File: config.mk
export PLATFORM = sky130hd
export DESIGN_NAME = adc_pattern_src
export DESIGN_NICKNAME = d
export VERILOG_FILES = /design/src/rtl/adc_pattern_src.sv
export SDC_FILE = /design/constraint.sdc
export NUM_CORES = 1
export LEC_CHECK = 0
export CAP_MARGIN = 40
export CORE_MARGIN = 10
export CORE_UTILIZATION = 46
export CTS_BUF_LIST = sky130_fd_sc_hd__clkbuf_4 sky130_fd_sc_hd__clkbuf_8 sky130_fd_sc_hd__clkbuf_16
export DETAILED_ROUTE_END_ITERATION = 8
export PLACE_DENSITY = 0.68
export SYNTH_ARGS = -nofsm -noshare
export SYNTH_HDL_FRONTEND = slang
export SYNTH_SLANG_ARGS = --single-unit
File: constraint.sdc
create_clock -name clk -period 6.6 [get_ports clk]
set_input_delay 0.66 -clock clk [delete_from_list [all_inputs] [get_ports clk]]
set_output_delay 0.66 -clock clk [all_outputs]
set_load 0.02 [all_outputs]
File: src/rtl/adc_pattern_src.sv
// adc_pattern_src: multi-channel ADC test-pattern source on AXI-Stream.
// Define ADC_PATTERN_SRC_LFSR_EN to turn mode 3 into LFSR noise.
module adc_pattern_src #(
    parameter int          WIDTH     = 16,
    parameter int          NCHAN     = 1,
    parameter int          PERIOD    = 1,
    parameter int          FRAME_LEN = 64,
    parameter logic [31:0] SEED      = 32'h1,
    localparam int         UW        = (NCHAN > 1) ? $clog2(NCHAN) : 1
) (
    input  logic               clk,
    input  logic               rst_n,
    input  logic               en,
    input  logic [1:0]         mode,
    input  logic [WIDTH-1:0]   amp,
    input  logic               clr_ovf,
    output logic [2*WIDTH-1:0] m_axis_tdata,
    output logic               m_axis_tvalid,
    input  logic               m_axis_tready,
    output logic               m_axis_tlast,
    output logic [UW-1:0]      m_axis_tuser,
    output logic               ovf,
    output logic [15:0]        drop_cnt
);

    typedef enum logic [1:0] { IDLE, RUN, EMIT } state_t;

    localparam logic [15:0]      PLAST = 16'(PERIOD - 1);
    localparam logic [WIDTH-1:0] FMASK = WIDTH'(FRAME_LEN - 1);
    localparam logic [UW-1:0]    CLAST = UW'(NCHAN - 1);

    if (WIDTH < 4 || WIDTH > 16 || NCHAN < 1 || NCHAN > 16 ||
        PERIOD < 1 || PERIOD > 65535 || SEED == 32'h0 ||
        FRAME_LEN < 1 || (FRAME_LEN & (FRAME_LEN - 1)) != 0) begin : g_bad
        $error("adc_pattern_src: illegal parameter set");
    end

    state_t             state;
    logic [15:0]        div_cnt;
    logic [WIDTH-1:0]   sidx;
    logic [WIDTH-1:0]   sidx_q;
    logic [WIDTH-1:0]   amp_q;
    logic [1:0]         mode_q;
    logic [UW-1:0]      ch;
    logic [UW-1:0]      nch;
    logic               tick;
    logic               hs;
    logic               last_hs;
    logic               start;
    logic               drop;
    logic [2*WIDTH-1:0] start_word;
    logic [2*WIDTH-1:0] next_word;
    logic               start_last;
    logic               next_last;

    assign tick    = en && (div_cnt == PLAST);
    assign hs      = m_axis_tvalid && m_axis_tready;
    assign last_hs = hs && (ch == CLAST);
    // a tick starts a burst unless one is still mid-flight
    assign start   = tick && ((state != EMIT) || last_hs);
    assign drop    = tick && !start;
    assign nch     = ch + UW'(1);

`ifdef ADC_PATTERN_SRC_LFSR_EN
    logic [31:0]        lfsr;
    logic [31:0]        lfsr_nx;
    logic [2*WIDTH-1:0] noise;

    function automatic logic [31:0] lfsr_step(input logic [31:0] l);
        return l[0] ? ((l >> 1) ^ 32'h8020_0003) : (l >> 1);
    endfunction

    // the word being loaded sees the LFSR after this cycle's step
    assign lfsr_nx = hs ? lfsr_step(lfsr) : lfsr;
    assign noise   = {lfsr_nx[31:32-WIDTH], lfsr_nx[WIDTH-1:0]};

    // LFSR advances once per accepted channel word
    always_ff @(posedge clk or negedge rst_n) begin
        if (!rst_n) begin
            lfsr <= SEED;
        end else begin
            lfsr <= lfsr_nx;
        end
    end
`endif

    function automatic logic [2*WIDTH-1:0] word(
        input logic [1:0]       m,
        input logic [WIDTH-1:0] a,
        input logic [WIDTH-1:0] s,
        input logic [UW-1:0]    c
    );
        logic [WIDTH-1:0] re;
        logic [WIDTH-1:0] im;
        logic [WIDTH-1:0] v;
        v  = s + WIDTH'(c);
        re = '0;
        im = '0;
        case (m)
            2'd0: begin
                re = v;
                im = -v;
            end
            2'd1: re = ((s & FMASK) == '0) ? a : '0;
            2'd2: re = a;
            default: begin
`ifdef ADC_PATTERN_SRC_LFSR_EN
                {im, re} = noise;
`else
                re = a;
`endif
            end
        endcase
        return {im, re};
    endfunction

    // next output word, either for a fresh sample or the next channel
    always_comb begin
        start_word = word(mode, amp, sidx, '0);
        next_word  = word(mode_q, amp_q, sidx_q, nch);
        start_last = (CLAST == '0) && ((sidx & FMASK) == FMASK);
        next_last  = (nch == CLAST) && ((sidx_q & FMASK) == FMASK);
    end

    // tick divider and sample index; both freeze while disabled
    always_ff @(posedge clk or negedge rst_n) begin
        if (!rst_n) begin
            div_cnt <= '0;
            sidx    <= '0;
        end else if (en) begin
            div_cnt <= tick ? 16'd0 : div_cnt + 16'd1;
            if (tick) begin
                sidx <= sidx + WIDTH'(1);
            end
        end
    end

    // burst sequencer with registered stream outputs
    always_ff @(posedge clk or negedge rst_n) begin
        if (!rst_n) begin
            state         <= IDLE;
            mode_q        <= '0;
            amp_q         <= '0;
            sidx_q        <= '0;
            ch            <= '0;
            m_axis_tvalid <= 1'b0;
            m_axis_tdata  <= '0;
            m_axis_tlast  <= 1'b0;
            m_axis_tuser  <= '0;
        end else if (start) begin
            state         <= EMIT;
            mode_q        <= mode;
            amp_q         <= amp;
            sidx_q        <= sidx;
            ch            <= '0;
            m_axis_tvalid <= 1'b1;
            m_axis_tdata  <= start_word;
            m_axis_tlast  <= start_last;
            m_axis_tuser  <= '0;
        end else begin
            unique case (state)
                IDLE: begin
                    if (en) begin
                        state <= RUN;
                    end
                end
                EMIT: begin
                    if (last_hs) begin
                        state         <= en ? RUN : IDLE;
                        m_axis_tvalid <= 1'b0;
                        m_axis_tlast  <= 1'b0;
                    end else if (hs) begin
                        ch           <= nch;
                        m_axis_tdata <= next_word;
                        m_axis_tlast <= next_last;
                        m_axis_tuser <= nch;
                    end
                end
                default: ;
            endcase
        end
    end

    // overflow accounting; a drop beats a simultaneous clear
    always_ff @(posedge clk or negedge rst_n) begin
        if (!rst_n) begin
            ovf      <= 1'b0;
            drop_cnt <= '0;
        end else if (drop) begin
            ovf <= 1'b1;
            if (clr_ovf) begin
                drop_cnt <= 16'd1;
            end else if (drop_cnt != 16'hFFFF) begin
                drop_cnt <= drop_cnt + 16'd1;
            end
        end else if (clr_ovf) begin
            ovf      <= 1'b0;
            drop_cnt <= '0;
        end
    end

endmodule

==> run_results.csv, run 1 <==
group,metric,value,unit
synth,yosysTopAreaCellShare,0.470,
clocking,clock_latency,0.43,ns
sta,hold_ws,0.315,ns
clocking,post_cts_buffers,0,
sta,slew_headroom,0.394,
flow_run,cap_violations,0,
global_routing,grt_pass1_wl,28.4,mm
route,viasPerCell,5.74,
floorplan,boundaryPins,75,
sta,slew_violations,0,
setup_path,cp_max_fo,21,
sta,worst_slew_pin_slew,0.908,ns
clocking,cts_buffers,17,
floorplan,dieArea,19000,sq um
route,drt_wl_total,17.5,mm
synth,synth_top_area_cell,"dfrtp_1",
final_layout,nets,806,
route,ant_nets,0,
synth,syn_area,6390,sq um
clocking,cts.sinks,120,
clocking,cts.repair.resized,0,
final_layout,syn2layout_area_growth,23.1,%
clocking,path_clk_slew,0.05,ns
sta,rsz0062_at_grt,"false",
sta,finalCritPeriodShare,0.581,
final_layout,fin_area,7860,sq um
sta,clock_skew,0.0107,ns
pwr,leakagePower,3.38,nW
synth,synth-main-ff-cell,"dfrtp_1",
final_layout,num-fill-cells,1171,
floorplan,start_util,0.477,
route,first_pass_iters,5,
clocking,htree_levels,4,
global_routing,globalRoute.totalOverflow,0,
sta,tns,0,ns
setup_path,r2r_start,"div_cnt[0]$_DFFE_PN0P_",
setup_path,critPathArrivalTime,4.12,ns
synth,synth_edf_count,0,
sta,fmax,261,MHz
clocking,cts_tree,"built",
route,drc,0,
final_layout,multi_input_area,3150,sq um
worst_hold_path,hold_class,"in -> async",
synth,ys_types,52,
setup_path,startpoint_type,"primary input",
clocking,ctsHoldBuffers,0,
sta,setup_viol_count_final,0,
setup_path,reg2reg_slack,2.97,ns
setup_path,crit_chain,"clkdlybuf4s50_1, nor4b_1, nand4_1, nor2_2, nor2_1, buf_4, o2bb2ai_1, a221oi_1, o21ai_0",
final_layout,diodes,0,
global_routing,grt_max_degree,64,
final_layout,layout_common_cells,"nand2_1 (158), dfrtp_1 (120), clkdlybuf4s50_1 (73)",
final_layout,drive_gt1_frac,0.0660,
setup_path,critical_path.max_stage_delay,0.87,ns
sta,min_period,3.83,ns
placement,dp.final_hpwl,12.6,mm
setup_path,end_kind,"register",
synth,avgSynthCellArea,8.88,sq um
pwr,ir_drop,0.000195,V
setup_path,crit_start,"en",
sta,hold_viol_final,0,
floorplan,core.rowCount,42,
pwr,power.density,416,nW/um^2
synth,ys_seq_area_frac,0.470,
final_layout,final_common_cell,"nand2_1",
route,wl_per_cell,18.2,microns
placement,portBuffers,74,
run_status,status,"completed",
setup_path,crit_type,"in -> reg",
floorplan,core,13400,sq um
floorplan,die_y,138,microns
global_routing,track_usage,0.191,
clocking,root_buffer,"clkbuf_16",
placement,place_area,7240,sq um
floorplan,fp.dieW,138,microns
setup_path,critPathSlowestCell,"nor2_2",
synth,synthTopCellsByArea,"dfrtp_1 (47%), nand2_1 (9.3%), xnor2_1 (8.0%)",
synth,async_reset_ff_frac,1.00,
route,drt-initial-drc-count,611,
clocking,clockBufferDepth,2,
synth,synth_nets,750,
setup_path,worstPathRequired,6.88,ns
global_routing,antenna_found_initial,0,
placement,routabilityCongestion,0.945,
synth,syn_inst,719,
synth,ys_ff_latch,120,
final_layout,ff_latch_area,3000,sq um
global_routing,grt_pass1_vias,5360,
route,vias,5529,
synth,yosysWarnings,0,
[area by class of cell]
type / count / area share
Multi-Input combinational cell: 537 / 0.401
Sequential cell: 120 / 0.382
Clock buffer: 24 / 0.0640
Tap cell: 176 / 0.0280
Clock inverter: 8 / 0.0150
Timing Repair Buffer: 84 / 0.103
Inverter: 15 / 0.00716
[report_power, final]
part / switching [mW] / leakage, nW / total (mW) / internal, mW
logic: 0.668 / 1.50 / 1.18 / 0.509
clock network: 0.321 / 0.310 / 0.963 / 0.642
registers: 0.197 / 1.56 / 1.13 / 0.934
total: 1.19 / 3.38 / 3.27 / 2.09
[Yosys cell counts, drive strengths merged (13+ instances only)]
cell / number
inv: 15
nor3: 20
nand3: 21
a22oi: 14
clkbuf: 38
o21ai: 36
and3: 13
xor2: 26
a21oi: 20
nor2: 52
xnor2: 58
nand4: 15
dfrtp: 120
nand2: 158
[stage by stage]
step                instances  worst slack (ns)  power [mW]  utilization
global route              964              2.52        3.46        0.587
CTS                       964              2.87        3.28        0.587
floorplan                 719              3.90        1.83            -
finish                    964              2.77        3.27        0.587
global placement          932              2.65        2.27        0.540
detailed placement        932              2.42        2.30        0.540
[worst paths after layout]
check / to / cells after the start
setup / recovery: m_axis_tdata[9]$_DFFE_PN0P_ / 9
hold / removal: div_cnt[5]$_DFFE_PN0P_ / 1
setup reg to reg: m_axis_tdata[9]$_DFFE_PN0P_ / 10
hold reg to reg: m_axis_tdata[22]$_DFFE_PN0P_ / 2
max in group asynchronous: m_axis_tdata[8]$_DFFE_PN0P_ / 2
min in group clk: m_axis_tdata[22]$_DFFE_PN0P_ / 2
[routing by layer]
metal	share of wire	global-route usage	wire length (microns)
met3	0.083	0.0499	1450
met4	0.018	0.0660	309
met1	0.44	0.257	7790
met5	0	0	0
met2	0.46	0.292	8000
[state kept, by name (all words and copies together) (netlist names)]
signal         flops
ovf                1
ch                 1
mode_q             2
m_axis_tlast       1
amp_q             16
state              2
sidx_q            16
drop_cnt          16
m_axis_tvalid      1
sidx              16
div_cnt           16
m_axis_tdata      32
[cells by family (layout without fill, tap and decap cells)]
| family | Yosys count | after routing | synth area share |
|---|---|---|---|
| DFF | 120 | 120 | 0.470 |
| AOI/OAI and AO/OA | 121 | 121 | 0.124 |
| adders and majority gates | 8 | 8 | 0.0157 |
| buffers and inverters | 62 | 131 | 0.0386 |
| xor gates and xnor gates | 84 | 84 | 0.115 |
| muxes | 3 | 3 | 0.00470 |
| and+or+nand+nor | 321 | 321 | 0.232 |
[critical path: cells and delay by family]
family | cells | cell delay (ns)
simple gates | 4 | 2.07
buf+inv | 2 | 0.91
compound gates | 3 | 0.47
No activity file was read; power rests on OpenSTA's default activity.
==> run 2: changes to the inputs <==
PLACE_DENSITY = 0.7   (was 0.68)
clock period = 3.5 ns   (was 6.6 ns; I/O delays follow)
==> run 2 against run 1 <==
Combinational power rose by 94%. Critical path type is now reg -> reg. Highest routed layer unchanged. Critical path depth rose by 1. Die area did not move. Via count rose by 0.42%.
==> run_results.csv, run 2 (synthesis results as in run 1) <==
group,metric,value,unit
floorplan,boundaryPins,75,
placement,place_inst,942,
final_layout,instances_no_fill,974,
floorplan,dieArea,19000,sq um
setup_path,reg2reg_slack,0.28,ns
final_layout,nets,817,
sta,hold_ws,0.278,ns
setup_path,end_kind,"register",
route,vias,5552,
route,viasPerCell,5.70,
clocking,cts_buffers,17,
pwr,power.density,774,nW/um^2
sta,setup_viol_count_final,0,
clocking,cts_tree,"built",
final_layout,drive_gt1_frac,0.0764,
sta,hold_viol_final,0,
setup_path,crit_chain,"inv_1, ha_1, ha_1, nand3_1, nor2_1, nand4_1, a2111oi_0, xor2_1, a221oi_1, nor2_1",
setup_path,critPathArrivalTime,3.52,ns
global_routing,grt_pass1_vias,5517,
setup_path,r2r_cells,10,
setup_path,critical_path.max_stage_delay,0.65,ns
final_layout,regMostFlops,"m_axis_tdata",
run_status,status,"completed",
clocking,cts.sinks,120,
final_layout,diodes,0,
route,wl_per_cell,18.4,microns
sta,tns,0,ns
route,first_pass_iters,5,
placement,dp.final_hpwl,13.1,mm
pwr,finalPower,6.16,mW
route,ant_nets,0,
clocking,post_cts_buffers,0,
setup_path,startpoint_type,"register",
setup_path,rr_endpoint,"m_axis_tdata[26]$_DFFE_PN0P_",
final_layout,largest_register_ffs,32,
floorplan,start_util,0.477,
route,drt_wl_total,17.9,mm
pwr,leakagePower,3.44,nW
final_layout,layout_common_cells,"nand2_1 (158), dfrtp_1 (120), clkdlybuf4s50_1 (73)",
sta,slew_violations,0,
floorplan,fp.dieW,138,microns
placement,place_area,7350,sq um
clocking,path_clk_slew,0.06,ns
sta,worst_slew_pin_slew,0.892,ns
global_routing,antenna_found_initial,0,
floorplan,die_y,138,microns
placement,routabilityCongestion,0.929,
sta,clock_skew,0.00812,ns
final_layout,fin_area,7960,sq um
floorplan,core.rowCount,42,
flow_run,cap_violations,0,
floorplan,core,13400,sq um
route,drc,0,
setup_path,worstPathRequired,3.80,ns
clocking,clockBufferDepth,2,
sta,min_period,3.22,ns
final_layout,final_common_cell,"nand2_1",
global_routing,grt_max_degree,66,
final_layout,syn2layout_area_growth,24.7,%
clocking,htree_levels,4,
worst_hold_path,hold_class,"in -> async",
clocking,ctsHoldBuffers,1,
global_routing,grt_pass1_wl,29.0,mm
sta,finalCritPeriodShare,0.920,
clocking,root_buffer,"clkbuf_16",
setup_path,critPathTopFamily,"compound AO/OA/AOI/OAI gates",
sta,fmax,311,MHz
pwr,ir_drop,0.000406,V
sta,rsz0062_at_grt,"false",
global_routing,globalRoute.totalOverflow,0,
global_routing,track_usage,0.196,
sta,slew_headroom,0.403,
setup_path,cp_num_buf_inv,1,
setup_path,r2r_start,"ch$_DFFE_PN0P_",
setup_path,crit_type,"reg -> reg",
route,drt-initial-drc-count,516,
setup_path,cp_max_fo,11,
placement,portBuffers,74,
clocking,clock_latency,0.42,ns
setup_path,critPathSlowestCell,"a2111oi_0",
clocking,cts.repair.resized,0,
run 2: cell count changes in the layout (fill, tap and decap cells not counted):
cell and delta:
buf_12 +1, buf_16 +1, buf_4 +7, buf_6 +1, clkbuf_4 -2, clkbuf_8 -1
clkinv_2 +3, clkinvlp_4 -1, dlygate4sd3_1 +1
run 2: worst max-delay path by stage:
stage | cells after the start | end | start | slack (ns)
6_report | 10 | m_axis_tdata[26]$_DFFE_PN0P_ | ch$_DFFE_PN0P_ | 0.28
5_1_grt | 10 | m_axis_tdata[26]$_DFFE_PN0P_ | ch$_DFFE_PN0P_ | 0.02
4_1_cts | 10 | m_axis_tdata[26]$_DFFE_PN0P_ | ch$_DFFE_PN0P_ | 0.30
3_5_place_dp | 8 | m_axis_tdata[3]$_DFFE_PN0P_ | en | 0.24
3_3_place_gp | 7 | m_axis_tdata[0]$_DFFE_PN0P_ | en | 0.35
2_1_floorplan | 11 | m_axis_tdata[26]$_DFFE_PN0P_ | ch$_DFFE_PN0P_ | 0.80
run 2: metrics by stage:
step,worst slack [ns],utilization
floorplan,0.804,-
global placement,0.351,0.546
detailed placement,0.238,0.549
CTS,0.297,0.594
global route,0.0155,0.594
finish,0.280,0.594
run 2: worst register-to-register path, cell delays in order (launching register included):
cell       delay [ns]
dfrtp_1          0.44
inv_1            0.12
ha_1             0.21
ha_1             0.41
nand3_1          0.13
nor2_1           0.34
nand4_1          0.13
a2111oi_0        0.65
xor2_1           0.23
a221oi_1         0.34
nor2_1           0.08
run 2: layer usage:
layer,GRT usage,part of all wire,up-vias
met3,0.0550,0.090,45
met2,0.295,0.45,222
met4,0.0886,0.026,0
met5,0,0,-
met1,0.258,0.43,2663
li1,-,-,2622
run 2: layout make-up:
class	count	area, sq um
Multi-Input combinational cell	537	3150
Tap cell	176	220
Timing Repair Buffer	95	935
Sequential cell	120	3000
Fill cell	1171	5440
Clock buffer	21	474
Clock inverter	10	125
Inverter	15	56.3
run 2: power breakdown:
part           internal (mW)  leakage, nW  switching [mW]
logic                  0.991         1.57            1.30
registers               1.76         1.56           0.336
clock network           1.17        0.305           0.600
